<file path="config.mk">
export PLATFORM = sky130hd
export DESIGN_NAME = demux2w32_reg
export DESIGN_NICKNAME = d
export VERILOG_FILES = /design/src/rtl/demux_pkg.sv /design/src/rtl/demux_slot.sv /design/src/rtl/demux2w32_reg.sv
export SDC_FILE = /design/constraint.sdc
export NUM_CORES = 1
export LEC_CHECK = 0
export BUFFER_PORTS_ARGS = -buffer_cell sky130_fd_sc_hd__buf_4
export CAP_MARGIN = 40
export CORE_MARGIN = 2
export CORE_UTILIZATION = 40
export CTS_BUF_LIST = sky130_fd_sc_hd__clkbuf_16
export DETAILED_ROUTE_END_ITERATION = 12
export HOLD_SLACK_MARGIN = 0.02
export PLACE_DENSITY = 0.69
export SLEW_MARGIN = 20
export SYNTH_ARGS = -nofsm -noshare
export SYNTH_HDL_FRONTEND = slang
export SYNTH_SLANG_ARGS = --single-unit
</file>
<file path="constraint.sdc">
create_clock -name clk -period 2 [get_ports clk]
set_input_delay 0.2 -clock clk [delete_from_list [all_inputs] [get_ports clk]]
set_output_delay 0.2 -clock clk [all_outputs]
set_load 0.02 [all_outputs]
</file>
<file path="src/rtl/demux_pkg.sv">
// Shared types and default sizes for the registered 1-to-2 word demultiplexer.
package demux_pkg;

  localparam int unsigned DEMUX_WIDTH = 32;
  localparam int unsigned DEMUX_CNT_W = 16;

  typedef enum logic {
    EMPTY = 1'b0,
    FULL  = 1'b1
  } slot_state_e;

endpackage

</file>
<file path="src/rtl/demux_slot.sv">
// One-deep output slot with valid/ready handshake and a wrapping transfer counter.
module demux_slot
  import demux_pkg::*;
#(
  parameter int unsigned WIDTH = DEMUX_WIDTH,
  parameter int unsigned CNT_W = DEMUX_CNT_W
) (
  input  logic             clk,
  input  logic             rst_n,
  input  logic             load,
  input  logic [WIDTH-1:0] data,
  input  logic             out_ready,
  output logic [WIDTH-1:0] out,
  output logic             out_valid,
  output logic [CNT_W-1:0] cnt,
  output logic             can_load
);

  slot_state_e      state_q, state_d;
  logic [WIDTH-1:0] data_q, data_d;
  logic [CNT_W-1:0] cnt_q, cnt_d;

  // State, held word and counter; reset drops any held word.
  always_ff @(posedge clk) begin
    if (!rst_n) begin
      state_q <= EMPTY;
      data_q  <= '0;
      cnt_q   <= '0;
    end else begin
      state_q <= state_d;
      data_q  <= data_d;
      cnt_q   <= cnt_d;
    end
  end

  // Next-state: load wins over drain so a simultaneous take-and-refill stays FULL.
  always_comb begin
    state_d = state_q;
    data_d  = data_q;
    cnt_d   = cnt_q;
    if ((state_q == FULL) && out_ready) begin
      cnt_d = cnt_q + CNT_W'(1);
    end
    unique case (state_q)
      EMPTY: begin
        if (load) begin
          state_d = FULL;
          data_d  = data;
        end
      end
      FULL: begin
        if (load) begin
          data_d = data;
        end else if (out_ready) begin
          state_d = EMPTY;
        end
      end
      default: state_d = EMPTY;
    endcase
  end

  assign out       = data_q;
  assign out_valid = (state_q == FULL);
  assign cnt       = cnt_q;
  assign can_load  = (state_q == EMPTY) || out_ready;

endmodule

</file>
<file path="src/rtl/demux2w32_reg.sv">
// Registered 1-to-2 demultiplexer: steers each accepted word to the slot chosen by sel.
module demux2w32_reg
  import demux_pkg::*;
#(
  parameter int unsigned WIDTH = DEMUX_WIDTH,
  parameter int unsigned CNT_W = DEMUX_CNT_W
) (
  input  logic             clk,
  input  logic             rst_n,
  input  logic [WIDTH-1:0] in,
  input  logic             sel,
  input  logic             in_valid,
  output logic             in_ready,
  output logic [WIDTH-1:0] out1,
  output logic [WIDTH-1:0] out2,
  output logic             out1_valid,
  output logic             out2_valid,
  input  logic             out1_ready,
  input  logic             out2_ready,
  output logic [CNT_W-1:0] cnt1,
  output logic [CNT_W-1:0] cnt2
);

  logic can_load1, can_load2;
  logic in_xfer;
  logic load1, load2;

  // in_ready depends only on sel and the selected slot, never on in_valid.
  assign in_ready = sel ? can_load2 : can_load1;
  assign in_xfer  = in_valid && in_ready;
  assign load1    = in_xfer && !sel;
  assign load2    = in_xfer && sel;

  demux_slot #(
    .WIDTH(WIDTH),
    .CNT_W(CNT_W)
  ) u_slot1 (
    .clk      (clk),
    .rst_n    (rst_n),
    .load     (load1),
    .data     (in),
    .out_ready(out1_ready),
    .out      (out1),
    .out_valid(out1_valid),
    .cnt      (cnt1),
    .can_load (can_load1)
  );

  demux_slot #(
    .WIDTH(WIDTH),
    .CNT_W(CNT_W)
  ) u_slot2 (
    .clk      (clk),
    .rst_n    (rst_n),
    .load     (load2),
    .data     (in),
    .out_ready(out2_ready),
    .out      (out2),
    .out_valid(out2_valid),
    .cnt      (cnt2),
    .can_load (can_load2)
  );

endmodule

</file>
* Word level (Yosys, flattened, before mapping)
Cells that the tools add are included.
Widths: inputs -> output; s select.
** Cells by class
- $add $sub $neg :: 2
- Multiplexer cells :: 11
- Bitwise operators :: 2
- Reduce and logical (&&, ||, !) cells :: 8
** Operators with widths (number)
- $mux 32 :: 2
- $add 16x1->16 const B :: 2
- $mux 1 :: 7
- $logic_and 1x1->1 :: 5
- $pmux 1 s2 :: 2
- $logic_or 1x1->1 :: 2
- $not 1->1 :: 2
- $logic_not 1->1 :: 1
** Word-level totals
- Bits in registers :: 98
- Input port bits :: 38
- Output and inout bits :: 99
- Word-level logic and storage cells :: 29

* Depth between registers and ports, before layout
Gate-level depths: netlist of run 1.
- Depth in word-level cells :: 7
- Depth in mapped cells :: 6
- Depth with buffers taken out :: 5

* Hierarchy
Synthesis of run 1 repeated with hierarchy kept, for this count alone.
** Second synthesis, totals
- Cells, all modules :: 381
- Area total of the unflattened synthesis :: 3991.3 um2
** By module, submodules not included
- demux_slot :: instances 2, cells an instance 189, area each 1979.4 um2, sequential area each 980.9 um2
- demux2w32_reg :: instances 1, cells an instance 3, area each 32.5 um2, sequential area each 0.0 um2

* Worst setup path before layout of run 1
Ideal clock, no wire load.
- Kind :: reg2reg
- Start :: register u_slot2.cnt_q[0] (netlist: u_slot2.cnt[0])
- End :: register u_slot2.cnt_q[14] (netlist: u_slot2.cnt[14])
- Setup time :: 0.070 ns
- Data arrival time :: 1.611 ns
- Data required time :: 1.930 ns
- Slack :: 0.318 ns
- Stages on the path, launching flop included :: 6
- Path buffers :: 0
- Clock period less this slack :: 1.682 ns
- Cell sequence :: dfxtp_1 -> ha_1 -> and4_1 -> nand2_1 -> or4_1 -> a21oi_1
** Between the ends
- Longest elaborated chain between the ends :: 1
** Ends and longest elaborated chain
- start: declaration :: line demux_slot.sv:21 : logic [CNT_W-1:0] cnt_q, cnt_d;
- start signal: assignment :: line demux_slot.sv:32 : cnt_q <= cnt_d;
- $add 16x1->16 :: line demux_slot.sv:42 : cnt_d = cnt_q + CNT_W'(1);
Every way passes these cells.
A chain may end at the register's enable or synchronous reset.

* Worst setup path after layout of run 1
- Start :: register u_slot2.state_q (netlist: u_slot2.out_valid)
- End :: output port in_ready
** Between the ends
- Longest elaborated chain between the ends :: 3
** Ends and longest elaborated chain
- start: declaration :: line demux_slot.sv:19 : slot_state_e state_q, state_d;
- start signal: assignment :: line demux_slot.sv:30 : state_q <= state_d;
- $not 1->1 :: line demux_slot.sv:65 : assign can_load = (state_q == EMPTY) || out_ready;
- $logic_or 1x1->1 :: line demux_slot.sv:65
- $mux 1 :: line demux2w32_reg.sv:29 : assign in_ready = sel ? can_load2 : can_load1;
- end: declaration :: line demux2w32_reg.sv:13 : output logic in_ready,
Every way passes these cells.

==> results.txt, run 1 <==
----------------------------------------------------
[Critical path]
  Chain of cells forming the critical path ... or2b_1 > mux2_2 > buf_4
  Arrival time at the worst endpoint ... 1.51 ns
  Type of destination of the critical path ... primary output
  Type of the setup path with the least slack ... register to primary output
  Highest net fanout along the worst path ... 7
  Data required, critical path ... 1.80 ns
  Kind of cell adding the most delay to the critical path ... flip-flops
  Slowest cell on crit path ... dfxtp_1
  Critical Path Start Type ... register
  Crit-path max cell delay ... 0.43 ns
  Number of buffers and inverters on the critical path ... 1

[Clock tree]
  Max clock buf depth ... 2
  Inserted Clock Buffers ... 9
  CTS sink count ... 98
  Clock tree from TritonCTS ... built
  Buffers inserted by post-CTS timing repair ... 0
  Resize count post-CTS ... 0
  Hold-fix buffers at CTS ... 0
  Root buffer cell ... clkbuf_16
  Level count of the clock H-tree ... 3
  Clock transition at the registers of the reported paths ... 0.07 ns
  Clock insertion delay at the later pin of the skew report ... 0.33 ns

[Cells and area]
  Design Area, Final ... 0.00514 mm²
  Area Growth Syn to Fin ... 39.1%
  Finished Core Util ... 56.5%
  Fin nets ... 622
  Share of post-route cells with drive strength above 1 ... 28.4%
  Number of standard cells in the layout, taps in and fillers out ... 698
  Antenna fix cells ... 0

[Synthesis]
  Area share of the largest cell type after synthesis ... 53.0%
  Average footprint of a synthesized cell ... 8.22 µm²
  Count of synthesis-stage warnings from yosys ... 0
  Cell type with the largest total area after synthesis ... dfxtp_1
  Number of nets produced by synthesis ... 490
  Post-synthesis cell area ... 0.00370 mm²
  Post-synth EDFFs ... 0
  Number of library cell types mapped by synthesis ... 34
  Largest cells by area after synthesis ... dfxtp_1 (53%), nand2_1 (14%), a21oi_1 (10%)
  Predominant post-synthesis flop cell ... dfxtp_1
  Most instantiated cells after synthesis ... nand2_1 (141), dfxtp_1 (98), a21oi_1 (77)
  Gate Count Post-Synth ... 450
  Cell with the most instances after synthesis ... nand2_1
  Register area share after synthesis ... 53.0%
  Flip-flop and latch count after synthesis ... 98
  Async set or reset register ratio after synthesis ... 0%

[Global routing]
  Gr ovfl total ... 0
  Number of antenna violations at the first check in global routing ... 0
  Maximum number of pins on one net before global-route repair ... 69
  GRT Total Usage ... 19.0%
  Via count of the first global-routing pass ... 3297
  Global-route wire length before repair ... 15400 µm

[Floorplan]
  Total Die Area ... 0.0100 mm²
  Row count ... 35
  X dimension of the die ... 100 µm
  Vert. Die Dim ... 100 µm
  Core area ... 0.00911 mm²
  Number of I/O pins ... 137
  Initial cell density of the core ... 40.6%

[Route]
  Routed wire per std cell ... 13.6 µm
  Top Metal Used ... met4
  Total Wirelength ... 9500 µm
  Total length of routed met2 wires ... 4460 µm
  M1 wire length ... 4090 µm
  Met3 routed WL ... 743 µm
  Routed vias ... 3507
  Antenna-violating nets left ... 0
  Number of remaining DRC errors ... 0
  Number of DRC markers in iteration 0 ... 86
  Post-DR vias/cell ... 5.02
  1st-pass router iterations ... 4

[Pwr]
  Maximum vdd ir drop ... 0.514 mV
  Overall Power ... 4.21 mW
  Static Leakage ... 2.15 nW
  P per Cell Area ... 818 mW/mm²

[Timing]
  Headroom to the max-slew limit ... 63.2%
  Setup Total Neg Slack ... 0 ns
  Max Transition Viols Final ... 0
  Clock period minus final worst setup slack ... 1.71 ns
  Maximum operating frequency ... 0.585 GHz
  Worst Max-Slew Pin Slew ... 0.552 ns
  Final count of negative-setup-slack endpoints ... 0
  RSZ-0062 raised after global routing ... false
  Post-layout worst setup margin ... 0.290 ns
  Final count of hold timing violations ... 0
  Minimum hold slack ... 0.119 ns
  Setup clock skew after layout ... 0.00623 ns
  Final worst-path cycle share ... 85.5%

[Place]
  Buffers added on ports ... 136
  Area after DPL ... 0.00485 mm²
  Estimated wirelength of the detail-placed design ... 6690 µm
  RD Place Congestion ... 0.791
  Cell Count Post-Placement ... 682
  Placement-stage worst setup slack ... 0.359 ns

[Outcome]
  Outcome ... finished clean

[Min path]
  Worst hold path class ... input port to register

[Flow run]
  Max-cap violations ... 0

----------------------------------------------------
==> where the power goes <==
| part | switching [mW] | total, mW | internal, mW | leakage (nW) |
|---|---|---|---|---|
| combinational | 0.254 | 0.442 | 0.188 | 1.21 |
| sequential | 0.0376 | 2.05 | 2.02 | 0.797 |
| clock | 0.743 | 1.71 | 0.968 | 0.145 |
==> routing by layer <==
metal,vias up,track usage (%)
met1,1629,23.1
met2,93,30.5
li1,1770,-
met4,0,7.17
met3,15,7.52
met5,-,0
==> kinds of logic after synthesis <==
kind of cell	after synthesis	synth area share, %
and+or+nand+nor	213	25.5
adders and majority gates	2	0.676
DFF	98	53.0
xor gates and xnor gates	20	4.74
buffers and inverters	29	3.45
muxes	2	0.575
AOI/OAI and AO/OA	86	12.0
==> sequential cells by signal, summed over array words and instances, names as in the netlist <==
signal / flops
u_slot2.cnt: 16
u_slot2.out: 32
u_slot2.out_valid: 1
u_slot1.out: 32
u_slot1.out_valid: 1
u_slot1.cnt: 16
==> path summary, 6_finish.rpt <==
| kind | cells past startpoint | startpoint | to | slack, ns |
|---|---|---|---|---|
| setup / recovery | 3 | u_slot2.out_valid | in_ready | 0.29 |
| hold / removal | 3 | in[5] | u_slot2.out[5] | 0.12 |
| setup reg to reg | 5 | u_slot2.cnt[0] | u_slot2.cnt[14] | 0.34 |
| hold reg to reg | 2 | u_slot1.out[29] | u_slot1.out[29] | 0.45 |
==> final cells by class <==
| type | count | area [µm²] |
|---|---|---|
| timing repair buffer | 147 | 1130 |
| inverter | 3 | 11.3 |
| fill | 854 | 3970 |
| clock buffer | 9 | 225 |
| clock inverter | 7 | 68.8 |
| multi-input combinational | 323 | 1610 |
| tap | 111 | 139 |
| sequential | 98 | 1960 |
==> worst reg2reg max path, delay by kind of cell, from the launching register on <==
| family | cells | cell delay, ns |
|---|---|---|
| simple gates | 3 | 0.87 |
| flops | 1 | 0.40 |
| fa+ha+maj | 1 | 0.19 |
| compound gates | 1 | 0.14 |
==> placed cells by master (no fill, tap or decap), drive strengths merged, types with 4 or more instances in the layout <==
master	count
a21oi	77
and4	6
buf	147
clkbuf	9
clkinv	5
dfxtp	98
inv	4
nand2	142
nand3	14
nand4	9
nor2	21
o21ai	4
o31ai	5
or3	4
or4	5
xnor2	5
xor2	15
Power figures use the tool's default switching activity.
==> run 2, diff against run 1 <==
ABC_AREA = 1   (was not set)
PLACE_DENSITY = 0.68   (was 0.69)
==> results.txt, run 2 <==
----------------------------------------------------
[Synthesis]
  Average footprint of a synthesized cell ... 7.20 µm² (-12%)
  Largest cells by area after synthesis ... dfxtp_1 (50%), nor2_1 (16%), o21ai_0 (8.8%)
  Post-synth EDFFs ... 0 (unchanged)
  Count of synthesis-stage warnings from yosys ... 0 (unchanged)
  Register area share after synthesis ... 50.2% (-2.9 points)
  Most instantiated cells after synthesis ... nor2_1 (171), dfxtp_1 (98), o21ai_0 (69)
  Gate Count Post-Synth ... 543 (+21%)
  Number of library cell types mapped by synthesis ... 22 (-35%)
  Flip-flop and latch count after synthesis ... 98 (unchanged)
  Cell with the most instances after synthesis ... nor2_1
  Number of nets produced by synthesis ... 583 (+19%)
  Cell type with the largest total area after synthesis ... dfxtp_1
  Post-synthesis cell area ... 0.00391 mm² (+5.8%)
  Predominant post-synthesis flop cell ... dfxtp_1
  Async set or reset register ratio after synthesis ... 0% (unchanged)
  Area share of the largest cell type after synthesis ... 50.2% (-2.9 points)

[Critical path]
  Critical Path Start Type ... register
  Type of the setup path with the least slack ... register to register
  Setup slack on the worst flop-to-flop path ... 0.49 ns (+0.15 ns)
  Type of destination of the critical path ... register
  Highest net fanout along the worst path ... 33 (+26)
  Arrival time at the worst endpoint ... 1.74 ns (+0.23 ns)
  Data required, critical path ... 2.23 ns (+0.43 ns)

[Timing]
  Final worst-path cycle share ... 75.5% (-10 points)
  Headroom to the max-slew limit ... 58.8% (-4.4 points)
  Final count of negative-setup-slack endpoints ... 0 (unchanged)
  Final count of hold timing violations ... 0 (unchanged)
  Setup Total Neg Slack ... 0 ns (unchanged)
  Setup clock skew after layout ... 0.00698 ns (+0.000748 ns)
  Maximum operating frequency ... 0.662 GHz (+13%)
  Post-layout worst setup margin ... 0.489 ns (+0.200 ns)
  Clock period minus final worst setup slack ... 1.51 ns (-0.200 ns)
  Max Transition Viols Final ... 0 (unchanged)
  Worst Max-Slew Pin Slew ... 0.618 ns (+0.0656 ns)
  RSZ-0062 raised after global routing ... false
  Minimum hold slack ... 0.0928 ns (-0.0260 ns)

[Global routing]
  Gr ovfl total ... 0 (unchanged)
  Global-route wire length before repair ... 16300 µm (+5.6%)
  GRT Total Usage ... 19.4% (+0.34 points)
  Number of antenna violations at the first check in global routing ... 0 (unchanged)
  Maximum number of pins on one net before global-route repair ... 51 (-26%)
  Via count of the first global-routing pass ... 3509 (+6.4%)

[Cells and area]
  Number of standard cells in the layout, taps in and fillers out ... 809 (+16%)
  Share of post-route cells with drive strength above 1 ... 24.9% (-3.6 points)
  Most frequent standard cell in the layout excluding fill and tap cells ... nor2_1
  Top library cells by usage in the layout, fill and taps aside ... nor2_1 (171), buf_4 (138), dfxtp_1 (98)
  Layout fillers ... 932 (+9.1%)
  Area Growth Syn to Fin ... 35.5%
  Finished Core Util ... 55.0% (-1.5 points)
  Antenna fix cells ... 0 (unchanged)
  Fin nets ... 711 (+14%)
  Design Area, Final ... 0.00530 mm² (+3.0%)

[Route]
  Total Wirelength ... 10300 µm (+8.4%)
  Routed vias ... 3820 (+8.9%)
  Routed wire per std cell ... 12.7 µm (-6.4%)
  Number of remaining DRC errors ... 0 (unchanged)
  1st-pass router iterations ... 5 (+1)
  Antenna-violating nets left ... 0 (unchanged)
  Number of DRC markers in iteration 0 ... 130 (+51%)
  Post-DR vias/cell ... 4.72 (-6.0%)

[Place]
  RD Place Congestion ... 0.825 (+4.3%)
  Buffers added on ports ... 136 (unchanged)
  Cell Count Post-Placement ... 793 (+16%)
  Estimated wirelength of the detail-placed design ... 7260 µm (+8.5%)
  Area after DPL ... 0.00502 mm² (+3.5%)
  Placement-stage worst setup slack ... 0.474 ns (+0.115 ns)

[Floorplan]
  Total Die Area ... 0.0106 mm² (+5.5%)
  X dimension of the die ... 103 µm (+2.7%)
  Core area ... 0.00964 mm² (+5.8%)
  Row count ... 36 (+2.9%)
  Initial cell density of the core ... 40.6% (about the same)
  Number of I/O pins ... 137 (unchanged)
  Vert. Die Dim ... 103 µm (+2.7%)

[Pwr]
  P per Cell Area ... 807 mW/mm² (-1.3%)
  Maximum vdd ir drop ... 0.397 mV (-23%)
  Overall Power ... 4.28 mW (+1.7%)
  Static Leakage ... 2.56 nW (+19%)

[Clock tree]
  Hold-fix buffers at CTS ... 0 (unchanged)
  Resize count post-CTS ... 0 (unchanged)
  CTS sink count ... 98 (unchanged)
  Max clock buf depth ... 2 (unchanged)
  Root buffer cell ... clkbuf_16
  Clock insertion delay at the later pin of the skew report ... 0.34 ns (about the same)
  Clock tree from TritonCTS ... built
  Inserted Clock Buffers ... 9 (unchanged)
  Level count of the clock H-tree ... 3 (unchanged)
  Buffers inserted by post-CTS timing repair ... 0 (unchanged)
  Clock transition at the registers of the reported paths ... 0.07 ns (about the same)

[Min path]
  Worst hold path class ... input port to register

[Outcome]
  Outcome ... finished clean

[Flow run]
  Max-cap violations ... 0 (unchanged)

----------------------------------------------------
[run 2: cell types whose count changed in the layout (fill, tap and decap cells not counted), sizes merged, moves of 6 or more]
cell and change:
nand2 -72, a21oi -59, nor2 +154, xor2 -15, o21ai +73, nand3 +6
buf -8, inv +46, and4 -6
[run 2: power by group]
group	internal (mW)	leakage, nW	switching, mW
registers	2.05	0.802	0.0550
clock network	0.854	0.131	0.774
logic	0.224	1.63	0.326
[run 2: final timing paths]
| check | from | end | cells after the start |
|---|---|---|---|
| worst max register to register | u_slot2.out_valid | u_slot2.out[15] | 6 |
| worst max-delay path | u_slot2.out_valid | u_slot2.out[15] | 6 |
| worst min register to register | u_slot1.cnt[7] | u_slot1.cnt[7] | 2 |
| worst min-delay path | in[0] | u_slot2.out[0] | 3 |
[run 2: logic make-up (layout without fill, tap and decap cells)]
kind of cell               after synthesis  after routing  synth area share, %
buffers and inverters                   69            202                 7.45
DFF                                     98             98                 50.2
adders and majority gates                2              2                0.640
AOI/OAI and AO/OA                       98             98                 12.7
and+or+nand+nor                        276            276                 29.0
[run 2: metal layers]
layer  up-vias  GRT usage (%)  share of wire (%)
li1       1968              -                  -
met4         0           6.38                1.3
met2       118           32.0                 47
met5         -              0                  0
met3        10           5.69                7.3
met1      1724           24.3                 45
[run 2: worst max-delay path, cell delays in order (launching register included)]
cell and delay [ns]:
dfxtp_1 0.33, nand2_1 0.09, nand2_1 0.10, nor2_4 0.31, inv_2 0.32, nor2_1 0.18, nor2_1 0.07
[run 2: area by class of cell]
class                           instances  area, µm²  area share, %
Clock inverter                          7       55.1           1.04
Clock buffer                            9        225           4.25
Sequential cell                        98       1960           37.0
Multi-Input combinational cell        376       1660           31.3
Timing Repair Buffer                  139       1060           19.9
Inverter                               47        176           3.33
Tap cell                              133        166           3.14
==> run 3, diff against run 2 <==
clock period = 1.55 ns   (was 2 ns; I/O delays follow)
==> results.txt, run 3 (synthesis results as in run 2) <==
----------------------------------------------------
[Outcome]
  Outcome ... finished clean

[Timing]
  Final count of negative-setup-slack endpoints ... 0 (unchanged)
  Worst Max-Slew Pin Slew ... 0.355 ns (-0.263 ns)
  Headroom to the max-slew limit ... 76.3% (+18 points)
  Post-layout worst setup margin ... 0.116 ns (-0.374 ns)
  Final worst-path cycle share ... 92.5% (+17 points)
  Maximum operating frequency ... 0.697 GHz (+5.3%)
  Final count of hold timing violations ... 0 (unchanged)
  Max Transition Viols Final ... 0 (unchanged)
  RSZ-0062 raised after global routing ... false
  Setup clock skew after layout ... 0.00942 ns (+0.00244 ns)
  Setup Total Neg Slack ... 0 ns (unchanged)
  Clock period minus final worst setup slack ... 1.43 ns (-0.0761 ns)

[Global routing]
  Via count of the first global-routing pass ... 3458 (-1.5%)
  Gr ovfl total ... 0 (unchanged)
  Maximum number of pins on one net before global-route repair ... 40 (-22%)
  GRT Total Usage ... 19.1% (-0.24 points)
  Global-route wire length before repair ... 16000 µm (-1.7%)
  Number of antenna violations at the first check in global routing ... 0 (unchanged)

[Route]
  Routed vias ... 3797 (-0.60%)
  1st-pass router iterations ... 4 (-1)
  Post-DR vias/cell ... 4.66 (-1.2%)
  Number of DRC markers in iteration 0 ... 97 (-25%)
  Number of remaining DRC errors ... 0 (unchanged)
  Antenna-violating nets left ... 0 (unchanged)
  Total Wirelength ... 10100 µm (-1.7%)
  Routed wire per std cell ... 12.4 µm (-2.3%)

[Min path]
  Worst hold path class ... input port to register

[Floorplan]
  Total Die Area ... 0.0106 mm² (unchanged)
  Row count ... 36 (unchanged)
  Vert. Die Dim ... 103 µm (unchanged)
  X dimension of the die ... 103 µm (unchanged)
  Core area ... 0.00964 mm² (unchanged)
  Initial cell density of the core ... 40.6% (unchanged)
  Number of I/O pins ... 137 (unchanged)

[Cells and area]
  Top library cells by usage in the layout, fill and taps aside ... nor2_1 (171), buf_4 (141), dfxtp_1 (95)
  Share of post-route cells with drive strength above 1 ... 26.1% (+1.3 points)
  Design Area, Final ... 0.00540 mm² (+1.8%)
  Number of standard cells in the layout, taps in and fillers out ... 814 (+0.62%)
  Layout fillers ... 953 (+2.3%)
  Antenna fix cells ... 0 (unchanged)
  Area Growth Syn to Fin ... 37.9%
  Most frequent standard cell in the layout excluding fill and tap cells ... nor2_1
  Fin nets ... 716 (+0.70%)

[Pwr]
  Maximum vdd ir drop ... 0.607 mV (+53%)
  Overall Power ... 5.66 mW (+32%)
  P per Cell Area ... 1050 mW/mm² (+30%)
  Static Leakage ... 2.61 nW (+1.7%)

[Clock tree]
  Level count of the clock H-tree ... 3 (unchanged)
  Clock insertion delay at the later pin of the skew report ... 0.33 ns (about the same)
  Hold-fix buffers at CTS ... 0 (unchanged)
  Clock transition at the registers of the reported paths ... 0.07 ns (about the same)
  CTS sink count ... 98 (unchanged)
  Max clock buf depth ... 2 (unchanged)
  Inserted Clock Buffers ... 9 (unchanged)
  Clock tree from TritonCTS ... built
  Root buffer cell ... clkbuf_16

[Place]
  RD Place Congestion ... 0.832 (+0.79%)
  Placement-stage worst setup slack ... 0.142 ns (-0.332 ns)
  Area after DPL ... 0.00507 mm² (+1.1%)
  Buffers added on ports ... 136 (unchanged)
  Cell Count Post-Placement ... 797 (+0.50%)
  Estimated wirelength of the detail-placed design ... 7210 µm (-0.74%)

[Critical path]
  Critical Path Start Type ... register
  Highest net fanout along the worst path ... 6 (-82%)
  Type of the setup path with the least slack ... register to register
  Data required, critical path ... 1.81 ns (-0.42 ns)
  Type of destination of the critical path ... register
  Arrival time at the worst endpoint ... 1.70 ns (-0.04 ns)

[Flow run]
  Max-cap violations ... 0 (unchanged)

----------------------------------------------------
-- run 3: timing repair --
action                                  CTS  global route
setup buffers                             0             1
endpoints found under the setup margin    0             4
gates resized for setup                   0             5
-- run 3: power breakdown --
part / internal (mW) / switching, mW
Clock: 1.26 / 0.964
Sequential: 2.64 / 0.0668
Combinational: 0.303 / 0.421
Total: 4.21 / 1.45
-- run 3: critical path: stages, from the launching register on --
cell and delay, ns:
dfxtp_1 0.39, ha_2 0.22, nand3_1 0.13, nor3_4 0.28, nand3_1 0.13, nand2_1 0.08
nand2_1 0.04, nor2_1 0.10
-- run 3: area by class of cell --
type                            instances  area, µm²  share of cell area, %
Sequential cell                        98       1970                   36.4
Multi-Input combinational cell        376       1670                   30.9
Timing Repair Buffer                  144       1120                   20.7
Clock buffer                            9        225                   4.17
Inverter                               47        176                   3.27
Tap cell                              133        166                   3.08
Clock inverter                          7       77.6                   1.44
-- run 3: stage by stage --
stage                     utilization, %  hold slack, ns
after floorplan                        -           0.290
after global placement              52.6           0.387
after detailed placement            52.6           0.394
after CTS                           55.8          0.0453
after global routing                56.0          0.0426
final                               56.0          0.0525
-- run 3: final timing paths --
check	startpoint	to	slack, ns	cells after the start
min reg2reg	u_slot1.cnt[6]	u_slot1.cnt[6]	0.49	1
max reg2reg	u_slot1.cnt[0]	u_slot1.cnt[14]	0.12	7
max	u_slot1.cnt[0]	u_slot1.cnt[14]	0.12	7
min	in[2]	u_slot2.out[2]	0.05	3
-- run 3: per-layer routing --
metal	track usage, %	part of all wire (%)	vias to the layer above
met1	24.1	44	1704
met4	5.36	1.0	0
met3	6.98	7.9	8
met5	0	0	-
li1	-	-	1975
met2	31.0	47	110
